### src/rtl/microcode_pkg.sv
// Shared definitions for the microcode RAM arbiter: owner encoding, defaults,
// and the port identifier used by the round-robin pick.
package microcode_pkg;

    localparam logic [1:0] OWN_NONE = 2'b00;
    localparam logic [1:0] OWN_P0   = 2'b01;
    localparam logic [1:0] OWN_P1   = 2'b10;

    localparam int DEF_AW    = 8;
    localparam int DEF_DW    = 32;
    localparam int RAM_DEPTH = 256;

    typedef enum logic {
        PORT0 = 1'b0,
        PORT1 = 1'b1
    } port_e;

    function automatic logic [1:0] port_to_owner(input port_e p);
        return (p == PORT1) ? OWN_P1 : OWN_P0;
    endfunction

endpackage

### src/rtl/microcode_ram_arbiter_rr_pick2.sv
// Combinational two-way round-robin pick: on a tie the port that did not
// win last time is chosen.
module rr_pick2
    import microcode_pkg::*;
(
    input  logic  i_req0,
    input  logic  i_req1,
    input  port_e i_last,
    output logic  o_valid,
    output port_e o_winner
);

    // Tie goes to the port that was not last served
    always_comb begin
        o_valid  = i_req0 | i_req1;
        o_winner = PORT0;
        if (i_req0 && i_req1) begin
            o_winner = (i_last == PORT0) ? PORT1 : PORT0;
        end else if (i_req1) begin
            o_winner = PORT1;
        end else begin
            o_winner = PORT0;
        end
    end

endmodule

### src/rtl/microcode_ram_arbiter.sv
// Two-port arbiter in front of a single-port microcode RAM: round-robin with
// optional locked bursts capped at MAX_BURST beats, one access per cycle.
module microcode_ram_arbiter
    import microcode_pkg::*;
#(
    parameter int AW        = DEF_AW,
    parameter int DW        = DEF_DW,
    parameter int MAX_BURST = 4
) (
    input  logic          clk,
    input  logic          RST,
    input  logic          req0,
    input  logic          req1,
    input  logic          lock0,
    input  logic          lock1,
    input  logic          we0,
    input  logic          we1,
    input  logic [AW-1:0] addr0,
    input  logic [AW-1:0] addr1,
    input  logic [DW-1:0] wdata0,
    input  logic [DW-1:0] wdata1,
    output logic          gnt0,
    output logic          gnt1,
    output logic          rvalid0,
    output logic          rvalid1,
    output logic [DW-1:0] rdata,
    output logic [1:0]    owner,
    output logic          ram_en,
    output logic          ram_we,
    output logic [AW-1:0] ram_addr,
    output logic [DW-1:0] ram_wdata,
    input  logic [DW-1:0] ram_rdata
);

    localparam int              BCW       = $clog2(MAX_BURST) + 1;
    localparam logic [BCW-1:0]  BURST_MAX = BCW'(MAX_BURST);

    logic [1:0]     r_owner;
    port_e          r_last;
    logic [BCW-1:0] r_beat_cnt;
    logic           r_rvalid0;
    logic           r_rvalid1;

    logic  w_pick_valid;
    port_e w_pick;
    logic  w_req_own;
    logic  w_lock_own;
    logic  w_cont;
    logic  w_sel_valid;
    port_e w_sel;
    logic  w_lock_sel;

    rr_pick2 u_pick (
        .i_req0   (req0),
        .i_req1   (req1),
        .i_last   (r_last),
        .o_valid  (w_pick_valid),
        .o_winner (w_pick)
    );

    // Winner select: an unexpired locked burst overrides round-robin
    always_comb begin
        w_req_own  = 1'b0;
        w_lock_own = 1'b0;
        case (r_owner)
            OWN_P0: begin
                w_req_own  = req0;
                w_lock_own = lock0;
            end
            OWN_P1: begin
                w_req_own  = req1;
                w_lock_own = lock1;
            end
            default: begin
                w_req_own  = 1'b0;
                w_lock_own = 1'b0;
            end
        endcase
        w_cont = (r_owner != OWN_NONE) && w_req_own && w_lock_own && (r_beat_cnt < BURST_MAX);

        if (RST) begin
            w_sel_valid = 1'b0;
            w_sel       = PORT0;
        end else if (w_cont) begin
            w_sel_valid = 1'b1;
            w_sel       = (r_owner == OWN_P1) ? PORT1 : PORT0;
        end else begin
            w_sel_valid = w_pick_valid;
            w_sel       = w_pick;
        end
    end

    // Grant and RAM request mux; RAM signals are zero when idle
    always_comb begin
        gnt0      = w_sel_valid && (w_sel == PORT0);
        gnt1      = w_sel_valid && (w_sel == PORT1);
        ram_en    = w_sel_valid;
        if (gnt1) begin
            ram_we     = we1;
            ram_addr   = addr1;
            ram_wdata  = wdata1;
            w_lock_sel = lock1;
        end else if (gnt0) begin
            ram_we     = we0;
            ram_addr   = addr0;
            ram_wdata  = wdata0;
            w_lock_sel = lock0;
        end else begin
            ram_we     = 1'b0;
            ram_addr   = {AW{1'b0}};
            ram_wdata  = {DW{1'b0}};
            w_lock_sel = 1'b0;
        end
    end

    // Ownership, round-robin history, burst counter and read-valid pipeline
    always_ff @(posedge clk) begin
        if (RST) begin
            r_owner    <= OWN_NONE;
            r_last     <= PORT1;
            r_beat_cnt <= {BCW{1'b0}};
            r_rvalid0  <= 1'b0;
            r_rvalid1  <= 1'b0;
        end else begin
            r_rvalid0 <= gnt0 & ~we0;
            r_rvalid1 <= gnt1 & ~we1;
            if (w_sel_valid) begin
                r_last     <= w_sel;
                r_beat_cnt <= w_cont ? (r_beat_cnt + {{(BCW-1){1'b0}}, 1'b1}) : {{(BCW-1){1'b0}}, 1'b1};
                r_owner    <= w_lock_sel ? port_to_owner(w_sel) : OWN_NONE;
            end else begin
                r_owner    <= OWN_NONE;
                r_beat_cnt <= {BCW{1'b0}};
            end
        end
    end

    assign owner   = r_owner;
    assign rvalid0 = r_rvalid0;
    assign rvalid1 = r_rvalid1;
    assign rdata   = ram_rdata;

endmodule

### config.mk
export PLATFORM = sky130hd
export DESIGN_NAME = microcode_ram_arbiter
export DESIGN_NICKNAME = d
export VERILOG_FILES = /design/src/rtl/microcode_pkg.sv /design/src/rtl/microcode_ram_arbiter_rr_pick2.sv /design/src/rtl/microcode_ram_arbiter.sv
export SDC_FILE = /design/constraint.sdc
export NUM_CORES = 1
export LEC_CHECK = 0
export BUFFER_PORTS_ARGS = -buffer_cell sky130_fd_sc_hd__buf_2
export CAP_MARGIN = 30
export CORE_AREA = 5 5 100 102
export CTS_CLUSTER_DIAMETER = 120
export DETAILED_ROUTE_END_ITERATION = 8
export DIE_AREA = 0 0 105 107
export PLACE_DENSITY_LB_ADDON = 0.1
export SETUP_SLACK_MARGIN = 0.5
export SYNTH_ARGS = -nofsm -noshare
export SYNTH_HDL_FRONTEND = slang
export SYNTH_HIERARCHICAL = 1
export SYNTH_SLANG_ARGS = --single-unit
### constraint.sdc
create_clock -name clk -period 2.26 [get_ports clk]
set_clock_uncertainty 0.2 [all_clocks]
set_input_delay 0.113 -clock clk [delete_from_list [all_inputs] [get_ports clk]]
set_output_delay 0.113 -clock clk [all_outputs]
set_load 0.01 [all_outputs]
## Yosys cells after proc, flatten, opt, wreduce, memory -nomap -nowiden

Cells that the tools add are included.

| cells by class | value |
|---|---|
| eq/ne operators | 2 |
| order comparisons | 1 |
| muxes and demuxes | 20 |
| $add $sub $neg | 1 |
| bitwise logic cells | 9 |
| reduce and logical (&&, ||, !) cells | 10 |

Operator list:

| kind | count |
|---|---|
| $mux W32 | 2 |
| $mux W8 | 2 |
| $mux W1 | 13 |
| $logic_and A1 B1 Y1 | 6 |
| $not A1 Y1 | 6 |
| $reduce_or A3 Y1 | 2 |
| $pmux W1 S2 | 2 |
| $add A3 B1 Y3 const B | 1 |
| $lt A3 B3 Y1 const B | 1 |
| $and A1 B1 Y1 | 2 |
| $eq A2 B1 Y1 const B | 1 |
| $eq A2 B2 Y1 const B | 1 |
| $mux W2 | 1 |
| $reduce_bool A2 Y1 | 1 |
| $reduce_or A2 Y1 | 1 |
| $or A1 B1 Y1 | 1 |

| word-level totals | value |
|---|---|
| input port bits | 120 |
| output and inout bits | 80 |
| flip-flop bits (word level) | 8 |
| word-level logic and storage cells | 49 |

## Logic depth before layout (Yosys ltp)

| depth | value |
|---|---|
| word-level depth | 13 |
| mapped depth | 8 |
| depth with buffers taken out | 5 |

## Modules after synthesis

The synthesis kept the hierarchy.

By module, submodules not included:

| module | sequential area each (sq um) | area an instance (sq um) | instances | cells each |
|---|---|---|---|---|
| microcode_ram_arbiter | 160.2 | 3,220.6 | 1 | 472 |
| rr_pick2 | 0.0 | 13.8 | 1 | 2 |

## Least setup slack after synthesis

OpenSTA, ideal clock, no wires.

| path | value |
|---|---|
| path type | register -> output |
| start | register r_owner[0], in the netlist owner[0] |
| end | output ram_wdata[10] |
| arrival | 2.243 ns |
| path slack | -0.296 ns |
| path buffers | 2 |
| stages on the path, launching flop included | 8 |
| data required time | 1.947 ns |
| cells stage by stage | dfxtp_1 -> inv_1 -> ha_1 -> or3b_1 -> buf_6 -> buf_6 -> or4_1 -> a311oi_1 |

| on the way | value |
|---|---|
| longest elaborated chain between the ends | 11 |
| elaborated cells between the ends (all ways) | 18 |
| those cells by class | eq/ne: 2; mux: 9; bitwise: 1; reduce/logical: 6 |

Ends and longest elaborated chain:

| element | line | RTL |
|---|---|---|
| from (decl) | microcode_ram_arbiter.sv:38 | `logic [1:0] r_owner;` |
| from (signal assigned) | microcode_ram_arbiter.sv:130 | `r_owner <= w_lock_sel ? port_to_owner(w_sel) : OWN_NONE;` |
| $eq A2 B2 Y1 or $eq A2 B1 Y1 (tied branches) | microcode_ram_arbiter.sv:65, microcode_ram_arbiter.sv:86 |  |
| $pmux W1 S2 | microcode_ram_arbiter.sv:65 | `case (r_owner)` |
| $logic_and A1 B1 Y1 (3 in series) | microcode_ram_arbiter.sv:79 | `w_cont = (r_owner != OWN_NONE) && w_req_own && w_lock_own && (r_beat_cnt < BURST_MAX);` |
| $mux W1 | microcode_ram_arbiter.sv:84 | `end else if (w_cont) begin` |
| $mux W1 | microcode_ram_arbiter.sv:81 | `if (RST) begin` |
| $not A1 Y1 | microcode_ram_arbiter.sv:95 | `gnt0 = w_sel_valid && (w_sel == PORT0);` |
| $logic_and A1 B1 Y1 | microcode_ram_arbiter.sv:95 |  |
| $mux W32 | microcode_ram_arbiter.sv:103 | `end else if (gnt0) begin` |
| $mux W32 * | microcode_ram_arbiter.sv:98 | `if (gnt1) begin` |
| to (decl) | microcode_ram_arbiter.sv:31 | `output logic [DW-1:0] ram_wdata,` |

Every way passes the cells marked *; elsewhere a longest branch is shown, timed or not.

## Worst setup path after layout

| path | value |
|---|---|
| start | register r_owner[0], in the netlist owner[0] |
| end | output ram_addr[1] |

| on the way | value |
|---|---|
| longest elaborated chain between the ends | 11 |
| elaborated cells between the ends (all ways) | 18 |
| those cells by class | eq/ne: 2; mux: 9; bitwise: 1; reduce/logical: 6 |

Ends and longest elaborated chain:

| element | line | RTL |
|---|---|---|
| $eq A2 B2 Y1 or $eq A2 B1 Y1 (tied branches) | microcode_ram_arbiter.sv:65, microcode_ram_arbiter.sv:86 |  |
| $pmux W1 S2 | microcode_ram_arbiter.sv:65 |  |
| $logic_and A1 B1 Y1 (3 in series) | microcode_ram_arbiter.sv:79 |  |
| $mux W1 | microcode_ram_arbiter.sv:84 |  |
| $mux W1 | microcode_ram_arbiter.sv:81 |  |
| $not A1 Y1 | microcode_ram_arbiter.sv:95 |  |
| $logic_and A1 B1 Y1 | microcode_ram_arbiter.sv:95 |  |
| $mux W8 | microcode_ram_arbiter.sv:103 |  |
| $mux W8 * | microcode_ram_arbiter.sv:98 |  |
| to (decl) | microcode_ram_arbiter.sv:30 | `output logic [AW-1:0] ram_addr,` |

Marks and branches as above.

==> run metrics <==
slew margin rel. 51.3%; syn avg cell area 6.82 µm²; largest net degree at the start of global routing 52; Initial Util 35.9%; WHS Endpoint rdata[11]; All-Layer GR Usage 21.8%; register area share after synthesis 4.95%; Area after DPL 4770 µm²; routed vias 4235; H-tree depth 1; crit-path cells inv_2 -> ha_4 -> or3b_4 -> buf_6 -> buf_12 -> or4_4 -> a311oi_4 -> buf_2; Worst Slack Setup Final -0.411 ns; Die X 105 µm; Yosys reg bits 8; worst min path class in2out; syn_nets 598; static leakage 1.85 nW; setup slack, reg-to-reg -0.17 ns; I/O pin cnt 200; Multi-input gate area 3370 µm²; Clock Tree Root clkbuf_8; final hold violation count 0; Period minus WS final 2.67 ns; Critical Path Slowest Stage Cell or4_4; global-route wire length before repair 21.3 mm; Port Buf Inserts 135; hold path startpoint ram_rdata[11]; CTS tree done; CP delay by family, top simple AND/OR/NAND/NOR gates; Period Utilization, post-route 118%; Post-Layout Inst Area 5170 µm²; Antenna Nets Post-Route 0; Reg clk slew, reported paths 0.05 ns; Max Buffers Root-to-Sink 2; vias in the first global route 4157; number of DRC markers in iteration 0 253; global placer's final weighted congestion 0.816; final slew viol count 0; RR Startpoint owner[0]$_SDFF_PP0_; Hold Crit Depth 0; WS Path Type reg2out; n_diodes 0; synth warn 6; DRT Pass-1 Iters 5; post-synthesis cell type count 33; final setup fails 46; worst path arrival time 2.36 ns; RSZ-0062 raised after global routing true; layout cells sized above 1 52.2%; fillcell total 823; clk_lat worst skew 0.23 ns; grt ovf 0; P per Cell Area 227 nW/µm²; full die area 11200 µm²; drt drc 0; Slew @ Worst Pin 0.730 ns; total power 0.00117 W; cell count of the worst reg-to-reg path 11; max_cap viols 0; status complete, but fails checks; CTS Sinks 8; max incr delay on CP 0.42 ns; dpl hpwl 8.85 mm; CP startpoint kind flip-flop; Die H 107 µm; crit path capture type output port; Rows 35; peak supply drop 0.142 mV; failing checks setup timing; r2r endpoint owner[1]$_SDFF_PP0_; Syn Inst Count 474; Final Instance Count excl. Fillers 684; Fin Hold WS 0.0260 ns; vias per cell 6.19; Floorplan Core Area 9020 µm²; CP Max Fanout 4; drt wl/cell 18.9 µm; Nets 699; Critical path buffers and inverters 4; Num CTS Buffers 3; register area 163 µm²; Critical Path RT 1.95 ns; antenna violations before repair 0; drt total wl 12.9 mm; Post-Syn Area 3230 µm²; Fmax 374 MHz; dpl cells 667; Area Growth Syn to Fin 59.9%
## synth_stat cells, drive strengths merged
master	n	area (µm²)
a211oi	5	37.5
a21boi	1	7.51
a21o	1	7.51
a21oi	2	10.0
a22o	2	17.5
a22oi	2	15.0
a311oi	41	459
a31oi	1	6.26
a32o	41	410
buf	51	358
clkbuf	50	188
dfxtp	8	160
ha	4	50.1
inv	5	18.8
mux2i	1	10.0
nand2	82	308
nand2b	41	257
nand3	1	5.00
nand4	42	263
nor2	1	3.75
nor2b	41	257
nor3	1	5.00
nor3b	3	22.5
o311ai	2	17.5
o31ai	1	7.51
or2	1	6.26
or3b	1	8.76
or4	42	319
## layout by cell type (no fill, tap or decap), types with 3 or more instances in the layout
cell / count
dlygate4sd3_1: 4
a311oi_2: 5
a32o_1: 41
clkbuf_8: 3
inv_1: 3
ha_4: 3
a211oi_1: 3
nand2_1: 82
nand4_1: 42
buf_2: 133
or4_4: 41
buf_4: 28
buf_12: 13
a311oi_4: 36
nor2b_1: 41
buf_6: 15
nand2b_1: 41
dfxtp_1: 6
## routing by layer
metal | global-route usage (%) | part of all wire (%) | up-vias | routed length (µm)
met5 | 0 | 0 | - | 0
met4 | 4.84 | 1.4 | 0 | 179
met3 | 2.95 | 7.0 | 24 | 899
met2 | 37.5 | 49 | 192 | 6380
met1 | 28.9 | 42 | 2025 | 5460
li1 | - | - | 1994 | -
## state kept, by name, summed over array words and instances (netlist names)
name        count
rvalid1         1
owner           2
r_beat_cnt      3
r_last          1
rvalid0         1
## logic make-up (layout without fill, tap and decap cells)
logic type	after synthesis	count (layout)	synth area share, %
multiplexers	1	1	0.309
AO/OA/AOI/OAI	99	99	30.8
adder cells (fa/ha/maj)	4	4	1.55
buffers and inverters	106	205	17.4
flip-flops	8	8	4.95
AND/OR/NAND/NOR	256	256	45.0
## power breakdown
group          internal, W  switching, W  total, W  leakage [nW]
clock             0.000116     0.0000601  0.000176        0.0216
combinational     0.000405      0.000440  0.000845          1.76
sequential        0.000148    0.00000351  0.000151        0.0664
total             0.000669      0.000504   0.00117          1.85
## timing repair
item,4_1_cts,5_1_grt
setup endpoints to repair,52,52
pin swaps,5,1
resized for setup,33,5
gates cloned,1,1
hold buffers,4,0
hold endpoints to repair,4,0
buffers inserted,7,1
## worst max-delay path by stage
stage / start / endpoint / slack, ns / depth (start not counted)
detailed placement: owner[0]$_SDFF_PP0_ / ram_addr[5] / -0.35 / 7
finish: owner[0]$_SDFF_PP0_ / ram_addr[1] / -0.41 / 8
floorplan: owner[0]$_SDFF_PP0_ / gnt0 / -0.008 / 7
global placement: owner[0]$_SDFF_PP0_ / ram_wdata[12] / -0.29 / 7
CTS: owner[0]$_SDFF_PP0_ / ram_addr[1] / -0.42 / 8
global route: owner[0]$_SDFF_PP0_ / ram_wdata[0] / -0.49 / 9
## stage by stage
step,setup TNS [ns],utilization (%),worst slack [ns]
4_1_cts,-15.63,56.7,-0.419
3_5_place_dp,-11.45,52.9,-0.354
3_3_place_gp,-10.11,52.9,-0.287
5_1_grt,-19.97,57.3,-0.493
6_report,-15.35,57.3,-0.411
2_1_floorplan,-0.134,-,-0.00782
## area by class of cell
cell class	count	area share, %
Clock buffer	3	0.798
Inverter	5	0.363
Multi-Input combinational cell	360	65.2
Sequential cell	8	3.15
Tap cell	111	2.69
Timing Repair Buffer	197	27.8
Power figures use the tool's default switching activity.
